<file path="src/rtl/cipher_sequencer.sv">
// Encryption control sequencer: latches key/modulus, streams a plaintext block
// through the additive cipher into the ciphertext BRAM and reports progress.
module cipher_sequencer #(
  parameter int unsigned LEN    = 30,
  parameter int unsigned ADDR_W = 8
) (
  input  logic              CLK100MHZ,
  input  logic              resetn,
  input  logic              start,
  input  logic              key_valid,
  input  logic [7:0]        ekey,
  input  logic [7:0]        mod,
  output logic              rd_en,
  output logic [ADDR_W-1:0] rd_addr,
  input  logic [7:0]        rd_data,
  output logic              wr_en,
  output logic [ADDR_W-1:0] wr_addr,
  output logic [7:0]        wr_data,
  output logic              busy,
  output logic              done,
  output logic              err,
  output logic [15:0]       progress
);

  localparam int unsigned PROD_W = ADDR_W + 4;
  localparam logic [ADDR_W-1:0] LAST_ADDR = ADDR_W'(LEN - 1);

  typedef enum logic [2:0] {
    S_IDLE, S_KEY, S_CALC, S_RUN, S_DRAIN, S_DONE, S_ERR
  } state_t;

  state_t            state, state_n;
  logic [7:0]        key_q, key_n;
  logic [7:0]        mod_q, mod_n;
  logic [7:0]        off_q, off_n;
  logic              rd_en_n;
  logic [ADDR_W-1:0] rd_addr_n;
  logic              clear;
  logic              busy_n, done_n, err_n;

  // Read-return pipeline and write bookkeeping
  logic              rd_vld;
  logic [ADDR_W-1:0] rd_idx;
  logic [ADDR_W-1:0] wr_cnt;
  logic [ADDR_W-1:0] written_n;
  logic [PROD_W-1:0] fill;
  logic [4:0]        fill_cnt;
  logic [15:0]       prog_n;

  always_ff @(posedge CLK100MHZ or negedge resetn) begin
    if (!resetn) begin
      state <= S_IDLE;
      key_q <= '0;
      mod_q <= '0;
      off_q <= '0;
    end else begin
      state <= state_n;
      key_q <= key_n;
      mod_q <= mod_n;
      off_q <= off_n;
    end
  end

  always_comb begin
    state_n   = state;
    key_n     = key_q;
    mod_n     = mod_q;
    off_n     = off_q;
    rd_en_n   = 1'b0;
    rd_addr_n = rd_addr;
    clear     = 1'b0;
    case (state)
      S_IDLE, S_DONE, S_ERR: begin
        if (start) begin
          state_n   = S_KEY;
          clear     = 1'b1;
          rd_addr_n = '0;
        end
      end
      S_KEY: begin
        if (key_valid) begin
          key_n   = ekey;
          mod_n   = mod;
          state_n = S_CALC;
        end
      end
      S_CALC: begin
        if (mod_q == 8'd0) begin
          state_n = S_ERR;
        end else begin
          off_n     = key_q % mod_q;
          state_n   = S_RUN;
          rd_en_n   = 1'b1;
          rd_addr_n = '0;
        end
      end
      S_RUN: begin
        if (rd_addr == LAST_ADDR) begin
          state_n = S_DRAIN;
        end else begin
          rd_en_n   = 1'b1;
          rd_addr_n = rd_addr + ADDR_W'(1);
        end
      end
      S_DRAIN: begin
        // Last write is visible on the registered outputs this cycle
        if (wr_en && (wr_addr == LAST_ADDR)) state_n = S_DONE;
      end
      default: state_n = S_IDLE;
    endcase
    busy_n = (state_n == S_KEY) || (state_n == S_CALC) ||
             (state_n == S_RUN) || (state_n == S_DRAIN);
    done_n = (state_n == S_DONE);
    err_n  = (state_n == S_ERR);
  end

  // Thermometer fill for the write that is about to be issued
  always_comb begin
    written_n = wr_cnt + ADDR_W'(1);
    fill      = {written_n, 4'b0000} / PROD_W'(LEN);
    fill_cnt  = 5'(fill);
    prog_n    = '0;
    for (int i = 0; i < 16; i++) begin
      prog_n[i] = (5'(i) < fill_cnt);
    end
  end

  always_ff @(posedge CLK100MHZ or negedge resetn) begin
    if (!resetn) begin
      rd_en    <= 1'b0;
      rd_addr  <= '0;
      busy     <= 1'b0;
      done     <= 1'b0;
      err      <= 1'b0;
      rd_vld   <= 1'b0;
      rd_idx   <= '0;
      wr_en    <= 1'b0;
      wr_addr  <= '0;
      wr_data  <= '0;
      wr_cnt   <= '0;
      progress <= '0;
    end else begin
      rd_en   <= rd_en_n;
      rd_addr <= rd_addr_n;
      busy    <= busy_n;
      done    <= done_n;
      err     <= err_n;
      rd_vld  <= rd_en;
      rd_idx  <= rd_addr;
      wr_en   <= rd_vld;
      if (rd_vld) begin
        wr_addr <= rd_idx;
        wr_data <= rd_data + off_q;
      end
      if (clear) begin
        wr_cnt   <= '0;
        progress <= '0;
      end else if (rd_vld) begin
        wr_cnt   <= written_n;
        progress <= prog_n;
      end
    end
  end

endmodule

</file>
<file path="config.mk">
export PLATFORM = sky130hd
export DESIGN_NAME = cipher_sequencer
export DESIGN_NICKNAME = d
export VERILOG_FILES = /design/src/rtl/cipher_sequencer.sv
export SDC_FILE = /design/constraint.sdc
export NUM_CORES = 1
export LEC_CHECK = 0
export CAP_MARGIN = 20
export CORE_MARGIN = 5
export CORE_UTILIZATION = 52
export DETAILED_ROUTE_END_ITERATION = 16
export GPL_ROUTABILITY_DRIVEN = 0
export PLACE_DENSITY = 0.75
export SETUP_SLACK_MARGIN = 0.15
export SYNTH_ARGS = -nofsm -noshare
export SYNTH_HDL_FRONTEND = slang
export SYNTH_SLANG_ARGS = --single-unit
</file>
<file path="constraint.sdc">
create_clock -name CLK100MHZ -period 12.75 [get_ports CLK100MHZ]
set_input_delay 1.9125 -clock CLK100MHZ [delete_from_list [all_inputs] [get_ports CLK100MHZ]]
set_output_delay 1.9125 -clock CLK100MHZ [all_outputs]
set_load 0.005 [all_outputs]
</file>
### After elaboration in Yosys (flattened, before gate mapping)

Cells that the tools add are included.

* register bits: 89
* bits in latches: 0
* bits in writable memories: 0
* ROM bits: 0
* input port bits: 28
* logic and storage cells: 86
* memories kept: 0

* add/subtract/negate cells: 3
* multiply operators: 0
* div/mod/pow operators: 2
* magnitude comparators: 16
* eq/ne operators: 17
* shift-type cells: 0
* multiplexer cells: 19
* bitwise gates (word level): 1
* reduce and logical (&&, ||, !) cells: 12

Operators with widths (number)
* 4-bit by 5-bit < comparator with 1-bit output, first input constant: 8
* 8-bit 2-to-1 mux: 5
* 16-bit 2-to-1 mux: 2
* 8-bit one-hot mux with 3 select lines: 1
* 3-bit by 5-bit < comparator with 1-bit output, first input constant: 4
* 3-bit equality test, second input constant: 6
* 8-bit by 1-bit adder with 8-bit output, second input constant: 2
* 8-bit by 5-bit equality test with 1-bit output, second input constant: 2
* 3-bit 2-to-1 mux: 5
* 3-bit one-hot mux with 5 select lines: 1
* 12-bit by 5-bit divider with 12-bit output, second input constant: 1
* 3-bit by 2-bit equality test with 1-bit output, second input constant: 4
* 1-bit by 5-bit < comparator with 1-bit output, first input constant: 2
* 2-bit by 5-bit < comparator with 1-bit output, first input constant: 2
* 8-bit adder: 1
* 8-bit logical NOT: 1
* 8-bit by 8-bit remainder unit with 8-bit output: 1
* 3-bit by 1-bit equality test with 1-bit output, second input constant: 2
* 2-bit inequality test, second input constant: 3
* 1-bit 2-to-1 mux: 4
* 2-bit AND reduction: 2
* 4-bit AND reduction: 1
* 3-bit logical NOT: 1
* 1-bit logical OR: 3
* other kinds (6): 6

### Longest topological paths before layout

Gate-level depths: netlist of run 1.

* depth after elaboration: 8
* mapped depth: 65
* mapped depth without buffers: 62

### Worst setup path before layout of run 1

OpenSTA, ideal clock, no wires.

* path kind: reg2reg
* start point: register mod_q[4]
* end point: register off_q[1]
* arrival time: 12186 ps
* required time: 12617 ps
* setup slack: 431 ps
* cell stages (with the launch flop): 60
* clock period less this slack: 12319 ps
* path through: dfrtp_1 or4_1 nor2_1 nand2_1 nor2_1 a21oi_1 a21oi_1 ha_1 or4b_2 a21oi_1 nor2_1 ha_1 o21a_1 o21ai_0 o21ai_0 ha_1 o21a_1 o21a_1 [24 not listed] a21o_1 a21o_1 a21oi_1 nor2_1 clkbuf_1 nor2_1 a21oi_1 fa_1 a21o_1 a21o_1 a21o_1 a21oi_1 o21ai_0 a21o_1 a21oi_1 clkbuf_1 mux2i_1 o21ai_0

* cells in the longest elaborated chain, start to end: 3
* elaborated cells on any way between the ends: 4
* those cells by class: 1 x div; 1 x bitwise; 2 x reduce/logical

Ends and longest elaborated chain
* start: declaration: RTL line 34 `logic [7:0] mod_q, mod_n;`
* start signal: assignment: RTL line 59 `mod_q <= mod_n;`
* branches (longest 3 deep; another with 8-bit by 8-bit remainder unit with 8-bit output)
* end signal: assignment: RTL line 60 `off_q <= off_n;`
* end: declaration: RTL line 35 `logic [7:0] off_q, off_n;`

Several ways; the timed one is not identified.
A chain may end at the register's enable or synchronous reset.

### Worst setup path after layout of run 1

* start point: register mod_q[7]
* end point: register off_q[4]

Same word-level chain as after synthesis.

==> implementation parameters, run 1 <==
Parameter                              Value

Critical path
  R2R Path Start ... mod_q[7]$_DFFE_PN0P_
  Critical-path top delay cell ... sky130_fd_sc_hd__or4b_2
  R2R Setup Slk ... 0.42 ns
  Largest stage delay, worst path ... 0.64 ns
  CP Data Required Time ... roughly 13 ns
  Cells on worst reg2reg path ... 61
  Critical path depth ... 61
  Most used cell along the critical path ... sky130_fd_sc_hd__o21a_1
  CP endpoint kind ... flip-flop
  Setup crit start kind ... flip-flop
  Largest fanout on the critical path ... 12
  CP Buf/Inv Count ... 3
  Critical Path AT ... approximately 13 ns
  Family of cells with the greatest summed delay on the critical path ... compound AO/OA/AOI/OAI gates
  Crit Path Category ... reg -> reg
  Worst reg2reg path endpoint ... off_q[4]$_DFFE_PN0P_

Timing
  Slew at the pin closest to its max-slew limit ... 0.955 ns
  RSZ-0062 raised after global routing ... no
  Portion of the clock cycle consumed by the worst path in the final layout ... 0.967
  Final worst hold slack ... 0.431 ns
  Worst path setup slack after routing ... 0.423 ns
  Total setup violations reported at the end of the flow ... 0
  Clock period minus worst slack ... 12.33 ns
  Post-Route Setup TNS ... 0 ns
  Worst max-slew margin expressed relative to the limit ... 0.364
  Max-slew violation total from the final report ... 0
  Max frequency ... 0.0811 GHz
  Setup Skew ... 0.00497 ns
  Final hold viol count ... 0

Clock tree
  Hold-fix buffer count after cts ... 0
  Number of sinks handled by clock tree synthesis ... between 80 and 90
  Clock tree root driver cell ... sky130_fd_sc_hd__clkbuf_16
  Maximum count of clock buffers along a single path ... 2
  Clock tree from TritonCTS ... built
  Number of buffers created by CTS ... 9
  Clock latency at the later pin of the worst-skew pair ... 0.34 ns
  Maximum level of the CTS H-tree ... 3
  Clock slew at reported path FFs ... 0.07 ns

GRT
  Fraction of met1 tracks used by global routing ... 0.260
  Number of antenna violations at the first check in global routing ... 0
  Overflow left after global routing ... 0
  Pin count of the biggest net entering global routing ... 79
  First-pass GRT wire length ... 27.9 mm
  Global router's overall resource usage ... 0.210
  Met3 GRT Util ... 0.0292
  Global routing met2 resource utilization ... 0.373
  Number of global-route vias before repair ... roughly 5,900
  Global route hottest layer ... met2

Finish
  Biggest register ... progress
  Fin cells ... 998
  Share of cells above drive strength 1 ... 0.150
  Relative area change from synthesis to final layout ... 18.5%
  Largest register FFs ... 16
  Ant diodes ... 0
  Fin nets ... 901

Detailed routing
  1st-pass router iterations ... 5
  Total Routed Length ... 17.2 mm
  ANT nets after route ... 0
  Mean number of vias per cell ... 6.02
  Post-route DRC ... 0
  Via Count ... approximately 6,000
  Average wire per cell in the routed design ... 17.2 um
  Detailed router's first-iteration violation count ... 476

Run
  Number of max-cap violations ... 0

Synthesis
  Cell variety after synth ... 89
  Most used DFF post-synth ... sky130_fd_sc_hd__dfrtp_1
  Area share of the largest cell type after synthesis ... 0.326
  Post-synthesis average cell area ... between 9 and 10 um2
  Cell area after technology mapping ... 0.00684 mm2
  Gate Count Post-Synth ... 747
  Number of enable flip-flop cells after synthesis ... 0
  Synth async-reset ratio ... 1.00
  Largest area contributor in the synthesized netlist ... sky130_fd_sc_hd__dfrtp_1
  #FFs+latches synth ... 89
  Synth warn ... 0
  Synthesized net count ... ~830
  Cells taking the most area after synthesis ... sky130_fd_sc_hd__dfrtp_1 33%, sky130_fd_sc_hd__ha_1 9.9%, sky130_fd_sc_hd__mux2_2 4.8%, sky130_fd_sc_hd__nand2_1 4.2%, sky130_fd_sc_hd__o21ai_0 3.9%
  Part of the Yosys area used for sequential elements ... 0.326

Placed design
  Pre-CTS WS ... -0.0954 ns
  Count of buffers from port buffering ... 72
  Dpl hpwl ... about 13 mm
  Placed Cells incl. Taps ... ~970

Floorplanning
  Die Area ... around 0.016 mm2
  Core area ... roughly 0.013 mm2
  Std cell rows ... 42
  IO Pins ... 73
  Height of the chip ... 125 um
  Initial core utilization ... 0.523
  Width of the die ... between 100 and 150 um

Min path
  Min-Delay Startpoint ... rd_en$_DFF_PN0_
  Number of cells on the worst hold path ... 0
  End point of the worst hold path ... rd_vld$_DFF_PN0_
  Worst min path class ... reg -> reg

Status
  Result of the run ... finished, final reports clean
metal layers:
metal  wire, um  vias to the layer above
met5          0                        -
met4        356                        0
met3        838                       40
met2       8810                      211
met1       7150                     2880
li1           -                     2880
worst register-to-register path: cells and delay by family (launching register included):
kind / cells / cell delay, ns
AO/OA/AOI/OAI: 36 / 6.32
AND/OR/NAND/NOR: 14 / 2.43
multiplexers: 1 / 0.22
adder cells (fa/ha/maj): 7 / 2.22
buffers and inverters: 3 / 0.61
flip-flops: 1 / 0.41
through the flow:
step,utilization,cell area [um2]
3_5_place_dp,0.584,7640
2_1_floorplan,-,6840
6_report,0.620,8110
5_1_grt,0.620,8110
3_3_place_gp,0.584,7640
4_1_cts,0.606,7920
placed cells by master, fill, tap and decap left out, types with 5 or more instances in the layout:
cell / n
sky130_fd_sc_hd__a211oi_1: 5
sky130_fd_sc_hd__a21o_1: 20
sky130_fd_sc_hd__a21oi_1: 44
sky130_fd_sc_hd__a31oi_1: 5
sky130_fd_sc_hd__and2_1: 5
sky130_fd_sc_hd__buf_4: 16
sky130_fd_sc_hd__clkbuf_16: 9
sky130_fd_sc_hd__clkdlybuf4s50_1: 71
sky130_fd_sc_hd__dfrtp_1: 89
sky130_fd_sc_hd__ha_1: 53
sky130_fd_sc_hd__inv_1: 30
sky130_fd_sc_hd__mux2_2: 29
sky130_fd_sc_hd__nand2_1: 76
sky130_fd_sc_hd__nand2b_1: 7
sky130_fd_sc_hd__nand3_1: 14
sky130_fd_sc_hd__nand4_1: 5
sky130_fd_sc_hd__nor2_1: 52
sky130_fd_sc_hd__nor2b_1: 6
sky130_fd_sc_hd__nor3_1: 27
sky130_fd_sc_hd__o211ai_1: 7
sky130_fd_sc_hd__o21a_1: 20
sky130_fd_sc_hd__o21ai_0: 48
sky130_fd_sc_hd__o21ai_1: 12
sky130_fd_sc_hd__o31ai_1: 11
sky130_fd_sc_hd__or3_1: 7
sky130_fd_sc_hd__xnor2_1: 24
sky130_fd_sc_hd__xor2_1: 13
area by class of cell:
| type | instances | area [um2] |
|---|---|---|
| flip-flops and latches | 89 | 2230 |
| fillers | 1082 | 4980 |
| clock buffers | 9 | 225 |
| inverters | 30 | 113 |
| repair buffers | 89 | 863 |
| multi-input cells | 598 | 4410 |
| clock inverters | 7 | 55.1 |
| well taps | 176 | 220 |
cell families after synthesis:
group	after synthesis	share of synthesized area
AOI/OAI and AO/OA	234	0.245
xor gates and xnor gates	38	0.0498
adders and majority gates	56	0.105
buffers and inverters	60	0.0450
DFF	89	0.326
muxes	34	0.0556
and+or+nand+nor	236	0.175
how the worst max path moves through the flow:
stage | from | endpoint | slack, ns
after floorplan | mod_q[4]$_DFFE_PN0P_ | off_q[1]$_DFFE_PN0P_ | 0.43
after global placement | mod_q[7]$_DFFE_PN0P_ | off_q[1]$_DFFE_PN0P_ | 0.72
after detailed placement | mod_q[7]$_DFFE_PN0P_ | off_q[4]$_DFFE_PN0P_ | -0.1
after CTS | mod_q[7]$_DFFE_PN0P_ | off_q[4]$_DFFE_PN0P_ | 0.18
after global routing | mod_q[7]$_DFFE_PN0P_ | off_q[6]$_DFFE_PN0P_ | 0.03
final | mod_q[7]$_DFFE_PN0P_ | off_q[4]$_DFFE_PN0P_ | 0.42
cells in the mapped netlist, drive strengths merged (4+ instances only):
| cell type | number |
|---|---|
| nand3 | 17 |
| o21bai | 5 |
| clkbuf | 14 |
| ha | 54 |
| a22oi | 5 |
| o21ai | 65 |
| dfrtp | 89 |
| nor2b | 6 |
| o211ai | 7 |
| or4 | 4 |
| mux2 | 29 |
| xor2 | 13 |
| inv | 30 |
| or3 | 8 |
| xnor2 | 25 |
| and2 | 6 |
| a211oi | 9 |
| nor3b | 5 |
| o31ai | 16 |
| nor2 | 56 |
| a31oi | 5 |
| a221oi | 4 |
| mux2i | 5 |
| buf | 16 |
| o21a | 20 |
| nand2 | 76 |
| nand4 | 5 |
| nor3 | 27 |
| a21oi | 48 |
| a21o | 20 |
| nand2b | 8 |
| and3 | 4 |
repair_timing:
item / in CTS / in global routing
gates resized for setup: 2 / 25
endpoints found under the setup margin: 8 / 8
pin swaps: 0 / 11
endpoints found under the hold margin: 0 / 0
cloned: 0 / 1
setup buffers: 0 / 8
Power of run 1 is left out: the tool's default activity adds up to more than one toggle a clock period on the data nets, which glitch-free logic cannot reach.
==> run 2: changes to the inputs <==
--- a/config.mk
+++ b/config.mk
@@ -10,8 +10,10 @@
 export CORE_UTILIZATION = 52
 export DETAILED_ROUTE_END_ITERATION = 16
 export GPL_ROUTABILITY_DRIVEN = 0
-export PLACE_DENSITY = 0.75
+export GPL_TIMING_DRIVEN = 0
+export PLACE_DENSITY = 0.77
 export SETUP_SLACK_MARGIN = 0.15
+export SLEW_MARGIN = 20
 export SYNTH_ARGS = -nofsm -noshare
 export SYNTH_HDL_FRONTEND = slang
 export SYNTH_SLANG_ARGS = --single-unit
==> implementation parameters, run 2 (synthesis results as in run 1) <==
Parameter                              Value

Clock tree
  Maximum level of the CTS H-tree ... 3
  Clock latency at the later pin of the worst-skew pair ... 0.35 ns
  Clock tree root driver cell ... sky130_fd_sc_hd__clkbuf_16
  Number of buffers created by CTS ... 9
  Number of sinks handled by clock tree synthesis ... a little under 90
  Maximum count of clock buffers along a single path ... 2
  Clock slew at reported path FFs ... approximately 0.07 ns
  Clock tree from TritonCTS ... built

Detailed routing
  ANT nets after route ... 0
  Post-route DRC ... 0
  Mean number of vias per cell ... 6.04
  Total Routed Length ... 18.3 mm
  Via Count ... about 6,200
  Detailed router's first-iteration violation count ... between 400 and 500
  1st-pass router iterations ... 5
  Average wire per cell in the routed design ... 17.7 um

Critical path
  Crit Path Category ... reg -> reg
  Critical-path top delay cell ... sky130_fd_sc_hd__or4b_2
  CP endpoint kind ... flip-flop
  Largest fanout on the critical path ... 10
  Most used cell along the critical path ... sky130_fd_sc_hd__o21a_1
  Largest stage delay, worst path ... 0.62 ns
  Critical Path AT ... about 12 ns
  CP Data Required Time ... 12.97 ns
  Setup crit start kind ... flip-flop

Finish
  Fin nets ... 936
  Commonest cells after routing, fill and taps aside ... 89 x sky130_fd_sc_hd__dfrtp_1, 74 x sky130_fd_sc_hd__nand2_1, 71 x sky130_fd_sc_hd__clkdlybuf4s50_1, 52 x sky130_fd_sc_hd__nor2_1, 52 x sky130_fd_sc_hd__ha_1
  Biggest register ... progress
  Largest register FFs ... 16
  Ant diodes ... 0
  Relative area change from synthesis to final layout ... 23.3%
  Fin cells ... 1,033
  Share of cells above drive strength 1 ... 0.179
  End-of-flow core utilization ... 0.645
  Number of fillers in the final layout ... 1,025
  Final non-filler cell area ... 0.00844 mm2
  Most common cell after layout, fill and taps aside ... sky130_fd_sc_hd__dfrtp_1

Timing
  Total setup violations reported at the end of the flow ... 0
  Clock period minus worst slack ... roughly 12 ns
  Slew at the pin closest to its max-slew limit ... 0.836 ns
  Setup Skew ... 0.0110 ns
  Max frequency ... 0.0815 GHz
  Portion of the clock cycle consumed by the worst path in the final layout ... 0.963
  Worst max-slew margin expressed relative to the limit ... 0.438
  Max-slew violation total from the final report ... 0
  Final hold viol count ... 0

Run
  Number of max-cap violations ... 0

Floorplanning
  Width of the die ... roughly 120 um
  Core area ... between 0.01 and 0.015 mm2
  Initial core utilization ... 0.523
  Die Area ... 0.0155 mm2
  Std cell rows ... 42
  IO Pins ... between 70 and 80
  Height of the chip ... 125 um

GRT
  Number of antenna violations at the first check in global routing ... 0
  Met3 GRT Util ... 0.0219
  First-pass GRT wire length ... 29.2 mm
  Overflow left after global routing ... 0
  Global routing met2 resource utilization ... 0.395
  Fraction of met1 tracks used by global routing ... 0.284
  Global router's overall resource usage ... 0.222
  Number of global-route vias before repair ... 6,087
  Global route hottest layer ... met2
  Pin count of the biggest net entering global routing ... 47

Placed design
  Count of buffers from port buffering ... around 70
  Dpl hpwl ... 13.3 mm
  Instance area after placement ... 0.00781 mm2
  Placed Cells incl. Taps ... 996

Min path
  Worst min path class ... reg -> reg

Status
  Result of the run ... finished, final reports clean
==> run 2: cell count changes in the layout (fill, tap and decap cells not counted), moves of 2 or more <==
cell | previous run | this run
sky130_fd_sc_hd__buf_4 | 16 | 29
sky130_fd_sc_hd__nand2_1 | 76 | 74
sky130_fd_sc_hd__o21ai_1 | 12 | 14
sky130_fd_sc_hd__a21oi_1 | 44 | 42
sky130_fd_sc_hd__clkbuf_1 | 0 | 11
sky130_fd_sc_hd__o21ai_0 | 48 | 45
sky130_fd_sc_hd__nand2_2 | 0 | 2
sky130_fd_sc_hd__buf_6 | 0 | 6
==> run 2: critical path, delay by kind of cell, from the launching register on <==
kind                       cells  cell delay [ns]
buffers and inverters          3             0.50
adders and majority gates      7             2.00
DFF                            1             0.38
and+or+nand+nor               15             2.52
AOI/OAI and AO/OA             39             6.72
==> run 2: routing by layer <==
layer | vias to the layer above | routed length, um
li1 | 2938 | -
met3 | 41 | 891
met5 | - | 0
met4 | 0 | 424
met1 | 3018 | 7850
met2 | 247 | 9120
==> run 2: worst paths after layout <==
check	start	endpoint	slack (ns)	cells after the start
worst min register to register	rd_en$_DFF_PN0_	rd_vld$_DFF_PN0_	0.42	0
worst max-delay path	mod_q[6]$_DFFE_PN0P_	off_q[2]$_DFFE_PN0P_	0.48	64
min in group asynchronous	resetn	rd_addr[2]$_DFFE_PN0P_	1.56	1
max in group asynchronous	resetn	wr_data[3]$_DFFE_PN0P_	10.55	2
worst min-delay path	rd_en$_DFF_PN0_	rd_vld$_DFF_PN0_	0.42	0
worst max register to register	mod_q[6]$_DFFE_PN0P_	off_q[2]$_DFFE_PN0P_	0.48	64
==> run 2: area by class of cell <==
| cell class | instances | area, um2 | share of cell area |
|---|---|---|---|
| buffer | 30 | 218 | 0.0258 |
| timing repair buffer | 94 | 921 | 0.109 |
| clock buffer | 10 | 239 | 0.0283 |
| tap | 176 | 220 | 0.0261 |
| inverter | 30 | 113 | 0.0133 |
| multi-input combinational | 598 | 4450 | 0.527 |
| sequential | 89 | 2230 | 0.264 |
| clock inverter | 6 | 50.0 | 0.00593 |
==> run 2: through the flow <==
stage | setup TNS (ns) | hold slack, ns | setup WS (ns)
after floorplan | 0 | 0.376 | 0.431
after global placement | -5.74 | 0.400 | -0.797
after detailed placement | -9.20 | 0.398 | -1.21
after CTS | 0 | 0.418 | 0.165
after global routing | -0.756 | 0.435 | -0.137
final | 0 | 0.418 | 0.475
==> run 2: what timing repair did <==
item / in CTS / in global routing
pin swaps: 3 / 21
gates resized for setup: 14 / 35
gates cloned: 0 / 1
hold buffers: 0 / 0
hold endpoints to repair: 0 / 0
buffers inserted: 7 / 13
endpoints found under the setup margin: 8 / 8
Power of run 2 is left out for the same reason.
==> run 3: changes to the inputs <==
--- a/config.mk
+++ b/config.mk
@@ -13,7 +13,6 @@
 export GPL_TIMING_DRIVEN = 0
 export PLACE_DENSITY = 0.77
 export SETUP_SLACK_MARGIN = 0.15
-export SLEW_MARGIN = 20
 export SYNTH_ARGS = -nofsm -noshare
 export SYNTH_HDL_FRONTEND = slang
 export SYNTH_SLANG_ARGS = --single-unit
==> implementation parameters, run 3 (synthesis results as in run 1) <==
Parameter                              Value

Finish
  Largest register FFs ... 16
  Share of cells above drive strength 1 ... 0.170
  Relative area change from synthesis to final layout ... 22.4%
  Ant diodes ... 0
  Most common cell after layout, fill and taps aside ... sky130_fd_sc_hd__dfrtp_1
  Biggest register ... progress
  Commonest cells after routing, fill and taps aside ... 89 x sky130_fd_sc_hd__dfrtp_1, 75 x sky130_fd_sc_hd__nand2_1, 71 x sky130_fd_sc_hd__clkdlybuf4s50_1, 54 x sky130_fd_sc_hd__ha_1, 52 x sky130_fd_sc_hd__nor2_1
  Number of fillers in the final layout ... 1,040
  Fin nets ... approximately 930

Detailed routing
  Total Routed Length ... 18.3 mm
  Via Count ... 6,194
  Detailed router's first-iteration violation count ... 496
  ANT nets after route ... 0
  Post-route DRC ... 0
  Average wire per cell in the routed design ... 17.8 um
  Mean number of vias per cell ... 6.02
  1st-pass router iterations ... 5

Floorplanning
  Height of the chip ... 125 um
  Width of the die ... 125 um
  IO Pins ... 73
  Die Area ... 0.0155 mm2
  Std cell rows ... 42
  Initial core utilization ... 0.523
  Core area ... roughly 0.013 mm2

GRT
  Number of antenna violations at the first check in global routing ... 0
  Fraction of met1 tracks used by global routing ... 0.281
  Global routing met2 resource utilization ... 0.404
  Pin count of the biggest net entering global routing ... 47
  Global route hottest layer ... met2
  Overflow left after global routing ... 0
  Met3 GRT Util ... 0.0287
  First-pass GRT wire length ... 29.3 mm
  Number of global-route vias before repair ... between 6,000 and 7,000
  Global router's overall resource usage ... 0.225

Timing
  Total setup violations reported at the end of the flow ... 0
  Clock period minus worst slack ... between 10 and 15 ns
  Final hold viol count ... 0
  Slew at the pin closest to its max-slew limit ... ~0.8 ns
  Worst max-slew margin expressed relative to the limit ... 0.448
  Final worst hold slack ... approximately 0.43 ns
  Setup Skew ... ~0.010 ns
  RSZ-0062 raised after global routing ... no
  Max-slew violation total from the final report ... 0
  Portion of the clock cycle consumed by the worst path in the final layout ... 0.946
  Max frequency ... 0.0829 GHz

Critical path
  Worst reg2reg path endpoint ... off_q[1]$_DFFE_PN0P_
  Cells on worst reg2reg path ... 63
  CP Data Required Time ... 12.98 ns
  Start point of the critical path ... mod_q[4]$_DFFE_PN0P_
  Crit Path Category ... reg -> reg
  Critical-path top delay cell ... sky130_fd_sc_hd__or4b_2
  Setup crit start kind ... flip-flop
  Largest stage delay, worst path ... 0.64 ns
  Critical path depth ... 63
  R2R Setup Slk ... 0.69 ns
  CP endpoint kind ... flip-flop
  Most used cell along the critical path ... sky130_fd_sc_hd__o21a_1
  Worst Setup EP ... off_q[1]$_DFFE_PN0P_
  Family of cells with the greatest summed delay on the critical path ... compound AO/OA/AOI/OAI gates
  Largest fanout on the critical path ... 10
  CP Buf/Inv Count ... 5
  Critical Path AT ... 12.29 ns
  R2R Path Start ... mod_q[4]$_DFFE_PN0P_

Status
  Result of the run ... finished, final reports clean

Placed design
  Count of buffers from port buffering ... approximately 70
  Dpl hpwl ... 13.5 mm

Clock tree
  Clock tree from TritonCTS ... built
  Clock latency at the later pin of the worst-skew pair ... 0.36 ns
  Clock slew at reported path FFs ... approximately 0.070 ns
  Number of buffers created by CTS ... 9
  Maximum count of clock buffers along a single path ... 2
  Clock tree root driver cell ... sky130_fd_sc_hd__clkbuf_16
  Maximum level of the CTS H-tree ... 3
  Number of sinks handled by clock tree synthesis ... 89

Run
  Number of max-cap violations ... 0

Min path
  Worst min path class ... reg -> reg
-- run 3: worst min path at each step --
stage	from	end	slack (ns)	cells past startpoint
after floorplan	rd_en$_DFF_PN0_	rd_vld$_DFF_PN0_	0.38	0
after global placement	rd_en$_DFF_PN0_	rd_vld$_DFF_PN0_	0.40	0
after detailed placement	rd_en$_DFF_PN0_	rd_vld$_DFF_PN0_	0.41	0
after CTS	rd_en$_DFF_PN0_	rd_vld$_DFF_PN0_	0.42	0
after global routing	rd_en$_DFF_PN0_	rd_vld$_DFF_PN0_	0.43	0
final	rd_en$_DFF_PN0_	rd_vld$_DFF_PN0_	0.43	0
-- run 3: metrics by stage --
| stage | area, um2 | TNS [ns] | utilization | instances | setup WS (ns) |
|---|---|---|---|---|---|
| after global routing | 8380 | 0 | 0.640 | 1029 | 0.0407 |
| after global placement | 7780 | -5.74 | 0.595 | 995 | -0.797 |
| final | 8380 | 0 | 0.640 | 1029 | 0.690 |
| after floorplan | 6840 | 0 | - | 747 | 0.431 |
| after CTS | 8210 | 0 | 0.628 | 1020 | 0.162 |
| after detailed placement | 7810 | -9.65 | 0.597 | 997 | -1.29 |
-- run 3: per-layer routing --
layer,part of all wire,vias up
met4,0.017,0
met2,0.51,195
met1,0.43,3038
met5,0,-
met3,0.044,26
li1,-,2935
-- run 3: area by class of cell --
type	count	area (um2)	area share
multi-input cells	598	4420	0.528
inverters	30	113	0.0134
flip-flops and latches	89	2230	0.266
plain buffers	30	214	0.0255
clock buffers	10	239	0.0285
well taps	176	220	0.0263
repair buffers	90	891	0.106
clock inverters	6	50.0	0.00598
-- run 3: timing repair --
action / in CTS / in global routing
setup buffers: 7 / 8
hold buffers: 0 / 0
endpoints found under the setup margin: 8 / 8
pin swaps: 4 / 18
gates cloned: 0 / 1
resized for setup: 15 / 31
Power of run 3 is left out for the same reason.
==> variant 1, RTL diff (config.mk and constraints of run 3) <==
`key_q` no longer has a reset.
--- a/src/rtl/cipher_sequencer.sv
+++ b/src/rtl/cipher_sequencer.sv
@@ -50,15 +50,17 @@
   always_ff @(posedge CLK100MHZ or negedge resetn) begin
     if (!resetn) begin
       state <= S_IDLE;
-      key_q <= '0;
       mod_q <= '0;
       off_q <= '0;
     end else begin
       state <= state_n;
-      key_q <= key_n;
       mod_q <= mod_n;
       off_q <= off_n;
     end
+  end
+
+  always_ff @(posedge CLK100MHZ) begin
+    key_q <= key_n;
   end
 
   always_comb begin
Check against the original RTL: same outputs for any inputs over 4 cycles, from zero or initial values and one cycle with resetn low; that may be too few to reach the edited logic, so the function may still have changed.
==> variant 1 against run 3 <==
Worst setup slack better by 0.046 ns. Wire length is 7.2% lower. Area after synthesis is 2.2% higher. Critical path type unchanged. Sequential cell count stayed put. Cell area is 0.88% higher.
Power is not shown: default switching activity piles up to over one toggle a cycle in this logic, so the estimate is an artifact.
==> variant 1: results (changes against run 3) <==
| Metric | Value |
|---|---|
| Status | `completed (unchanged)` |
| Clock Skew | `0.008414 ns (was 0.01009 ns)` |
| Post-CTS Hold Buffers | `0 (unchanged)` |
| Inst Count DP | `1038 (was 997)` |
| Pin count of the biggest net entering global routing | `46 (was 47)` |
| Largest Register | `progress (unchanged)` |
| DP Worst Slack | `-1.181 ns (was -1.293 ns)` |
| Hold WC Path Type | `register to register (unchanged)` |
| Routed wire length | `16950 um (was 18270 um)` |
| Worst Max-Slew Pin Slew | `0.8360 ns (was 0.8223 ns)` |
| Root Buffer Master | `clkbuf_16 (unchanged)` |
| Final net count | `967 (was 932)` |
| Primary FF master, synth | `dfrtp_1 (unchanged)` |
| I/O Buffers | `72 (unchanged)` |
| Fraction of registers with async set or reset after synthesis | `91.01% (was 100.0%)` |
| Share of cells above drive strength 1 | `13.08% (was 17.00%)` |
| Clk slew on worst S/H paths | `0.06 ns` |
| Sequential share of the synthesized area | `32.43% (was 32.56%)` |
| Synth warn | `0 (unchanged)` |
| Max reg flops | `16 (unchanged)` |
| Drt first pass iters | `5 (unchanged)` |
| DRT iter0 DRCs | `400 (was 496)` |
| Critical Path Source | `mod_q[7]$_DFFE_PN0P_ (was mod_q[4]$_DFFE_PN0P_)` |
| Via density | `5.839 (was 6.019)` |
| Worst path arrival time | `12.21 ns (was 12.29 ns)` |
| Synth cell count leaders | `dfrtp_1 (81), nor2_1 (73), nand2_1 (69) (was dfrtp_1 (89), nand2_1 (76), nor2_1 (55))` |
| Initial antenna violation count | `0 (unchanged)` |
| Syn nets | `872 (was 831)` |
| CP max-delay cell | `or4b_2 (unchanged)` |
| Worst-skew pair later-pin latency | `0.34 ns (was 0.36 ns)` |
| CP Max Fanout | `10 (unchanged)` |
| First-pass GRT wire length | `28090 um (was 29300 um)` |
| Cts bufs inserted | `9 (unchanged)` |
| EDFF count, synth | `8 (was 0)` |
| Hold_sp | `rd_vld$_DFF_PN0_ (was rd_en$_DFF_PN0_)` |
| Top cells by area, synth | `dfrtp_1 (29%), ha_1 (9.7%), nor2_1 (3.9%) (was dfrtp_1 (33%), ha_1 (9.9%), mux2_2 (4.8%))` |
| Vias in the first global route | `5828 (was 6147)` |
| CTS Buffer Depth | `2 (unchanged)` |
| Gr usage total | `21.09% (was 22.49%)` |
| # H-tree levels | `3 (unchanged)` |
| Average cell area after synthesis | `8.873 um2 (was 9.157 um2)` |
| Placed cell area | `7958 um2 (was 7814 um2)` |
| Count of different cell masters after synthesis | `86 (was 89)` |
| HPWL after detailed placement | `12800 um (was 13460 um)` |
| Layout Cells excl Fill | `1063 (was 1029)` |
| Cell family with most CP delay | `compound AO/OA/AOI/OAI gates (unchanged)` |
| Diode count | `0 (unchanged)` |
| Largest stage delay, worst path | `0.63 ns` |
-- variant 1: cell types whose count changed after synthesis, moves of 5 or more --
cell,delta
nor2_1,+18
dfrtp_1,-8
edfxtp_1,+8
clkbuf_1,+7
nand2_1,-7
mux2_2,-6
o21ai_1,-6
and3_1,+5
buf_2,+5
xnor2_1,+5
-- variant 1: metrics by stage --
stage                     util [%]  TNS (ns)  hold slack (ns)
after global routing         64.06         0           0.3813
after global placement       60.14    -6.971           0.3572
after floorplan                  -         0           0.3519
after CTS                    63.08         0           0.3766
final                        64.06         0           0.3780
after detailed placement     60.33    -9.079           0.3622
-- variant 1: cell type report --
cell class,instances,area (um2)
Sequential cell,89,2267
Clock inverter,5,61.31
Fill cell,1092,4741
Timing Repair Buffer,84,824.5
Tap cell,176,220.2
Buffer,37,200.2
Inverter,33,123.9
Multi-Input combinational cell,629,4513
Clock buffer,10,239.0
-- variant 1: worst reg2reg max path, delay by kind of cell, from the launching register on --
kind	cells	cell delay, ns
compound gates	39	6.47
fa+ha+maj	7	1.99
simple gates	15	2.46
buf+inv	3	0.54
flops	1	0.40
-- variant 1: logic make-up (layout without fill, tap and decap cells) --
| family | Yosys count | in the layout | share of synthesized area [%] |
|---|---|---|---|
| xor gates and xnor gates | 40 | 40 | 5.279 |
| and+or+nand+nor | 268 | 268 | 19.13 |
| muxes | 31 | 31 | 4.850 |
| DFF | 89 | 89 | 32.43 |
| buffers and inverters | 70 | 169 | 4.366 |
| AOI/OAI and AO/OA | 233 | 233 | 23.55 |
| adders and majority gates | 57 | 57 | 10.40 |
-- variant 1: routing by layer --
layer / part of all wire (%) / track usage [%] / vias up
met2: 48 / 35.34 / 150
met5: 0 / 0 / -
met3: 4.6 / 3.683 / 11
li1: - / - / 3087
met1: 46 / 28.99 / 2959
met4: 0.83 / 4.038 / 0
-- variant 1: what timing repair did --
action | in CTS | in global routing
gates resized for setup | 14 | 25
pin swaps | 1 | 11
buffers inserted | 1 | 9
setup endpoints to repair | 8 | 8
-- variant 1: worst paths after layout --
| path | cells past startpoint | slack (ns) | end |
|---|---|---|---|
| max in group asynchronous | 2 | 10.63 | wr_data[1]$_DFFE_PN0P_ |
| worst max register to register | 64 | 0.74 | off_q[6]$_DFFE_PN0P_ |
| min in group asynchronous | 1 | 1.53 | rd_addr[6]$_DFFE_PN0P_ |
| worst max-delay path | 64 | 0.74 | off_q[6]$_DFFE_PN0P_ |
| worst min-delay path | 0 | 0.38 | wr_en$_DFF_PN0_ |
| worst min register to register | 0 | 0.38 | wr_en$_DFF_PN0_ |
==> variant 2, RTL diff (config.mk and constraints of run 3) <==
Without the edit above. `ADDR_W`: 8 -> 9.
--- a/src/rtl/cipher_sequencer.sv
+++ b/src/rtl/cipher_sequencer.sv
@@ -2,7 +2,7 @@
 // through the additive cipher into the ciphertext BRAM and reports progress.
 module cipher_sequencer #(
   parameter int unsigned LEN    = 30,
-  parameter int unsigned ADDR_W = 8
+  parameter int unsigned ADDR_W = 9
 ) (
   input  logic              CLK100MHZ,
   input  logic              resetn,
Ports: changed (resized rd_addr and wr_addr); port bits go from 73 to 75. No check against the original RTL was run, so the function may have changed too.
==> variant 2 against run 3 <==
Cell area increased by 6.1%. Maximum frequency decreased by 0.14%. Worst hold slack got worse by 0.033 ns. Die area increased by 6.3%. Worst setup slack got worse by 0.017 ns. Utilization increased by 0.28 points. Final cell count increased by 7.5%. Sequential share of layout area decreased by 0.41 points. Area after synthesis increased by 6.8%. Sequential cell count increased by 4. Wire length decreased by 2.3%. Critical endpoint is now off_q[4]$_DFFE_PN0P_. Largest cell class unchanged.
Power is not shown: default switching activity piles up to over one toggle a cycle in this logic, so the estimate is an artifact.
==> variant 2: results (changes against run 3) <==
| Metric | Value |
|---|---|
| Fin crit period | `12.08 ns (was 12.06 ns)` |
| Pin count of the biggest net entering global routing | `73 (was 47)` |
| Average cell area after synthesis | `8.964 um2 (was 9.157 um2)` |
| Critical Path Source | `mod_q[7]$_DFFE_PN0P_ (was mod_q[4]$_DFFE_PN0P_)` |
| Via density | `5.901 (was 6.019)` |
| Gr usage total | `21.67% (was 22.49%)` |
| Vias in the first global route | `6139 (was 6147)` |
| First-pass GRT wire length | `29630 um (was 29300 um)` |
| Status | `completed (unchanged)` |
| Placed cell area | `8302 um2 (was 7814 um2)` |
| Fillcell total | `1105 (was 1040)` |
| M3 GR Usage | `3.570% (was 2.873%)` |
| DP Worst Slack | `-1.175 ns (was -1.293 ns)` |
| M1 GR Usage | `30.76% (was 28.06%)` |
| Largest stage delay, worst path | `0.62 ns (was 0.64 ns)` |
| Worst Max-Slew Pin Slew | `0.7798 ns (was 0.8223 ns)` |
| Share of cells above drive strength 1 | `14.79% (was 17.00%)` |
| Met2 GRT Util | `34.32% (was 40.43%)` |
| Count of different cell masters after synthesis | `91 (was 89)` |
| Reg2reg setup slack | `0.67 ns (was 0.69 ns)` |
| DR vias | `6526 (was 6194)` |
| Syn nets | `899 (was 831)` |
| Final net count | `1005 (was 932)` |
| Hold WS | `0.3954 ns (was 0.4286 ns)` |
| Clock Skew | `0.01039 ns (was 0.01009 ns)` |
[variant 2: cell count changes after synthesis, moves of 6 or more]
cell	delta
nor2_1	+13
nand3_1	+10
clkbuf_1	+9
and3_1	+11
nand2b_1	+8
nand4_1	+6
[variant 2: metal layers]
layer	part of all wire, %	up-vias
met5	0	-
met4	1.8	0
met3	4.2	24
met2	46	157
met1	48	3102
li1	-	3243
[variant 2: cell type report]
type / count / area, um2 / area share [%]
multi-input cells: 658 / 4821 / 54.24
flip-flops and latches: 93 / 2327 / 26.18
repair buffers: 95 / 913.4 / 10.28
clock buffers: 9 / 225.2 / 2.534
well taps: 180 / 225.2 / 2.534
plain buffers: 36 / 173.9 / 1.957
inverters: 28 / 105.1 / 1.182
clock inverters: 7 / 97.59 / 1.098
[variant 2: repair_timing]
| item | in CTS | in global routing |
|---|---|---|
| pin swaps | 1 | 14 |
| setup buffers | 2 | 17 |
| hold endpoints to repair | 0 | 0 |
| endpoints found under the setup margin | 8 | 8 |
| resized for setup | 13 | 26 |
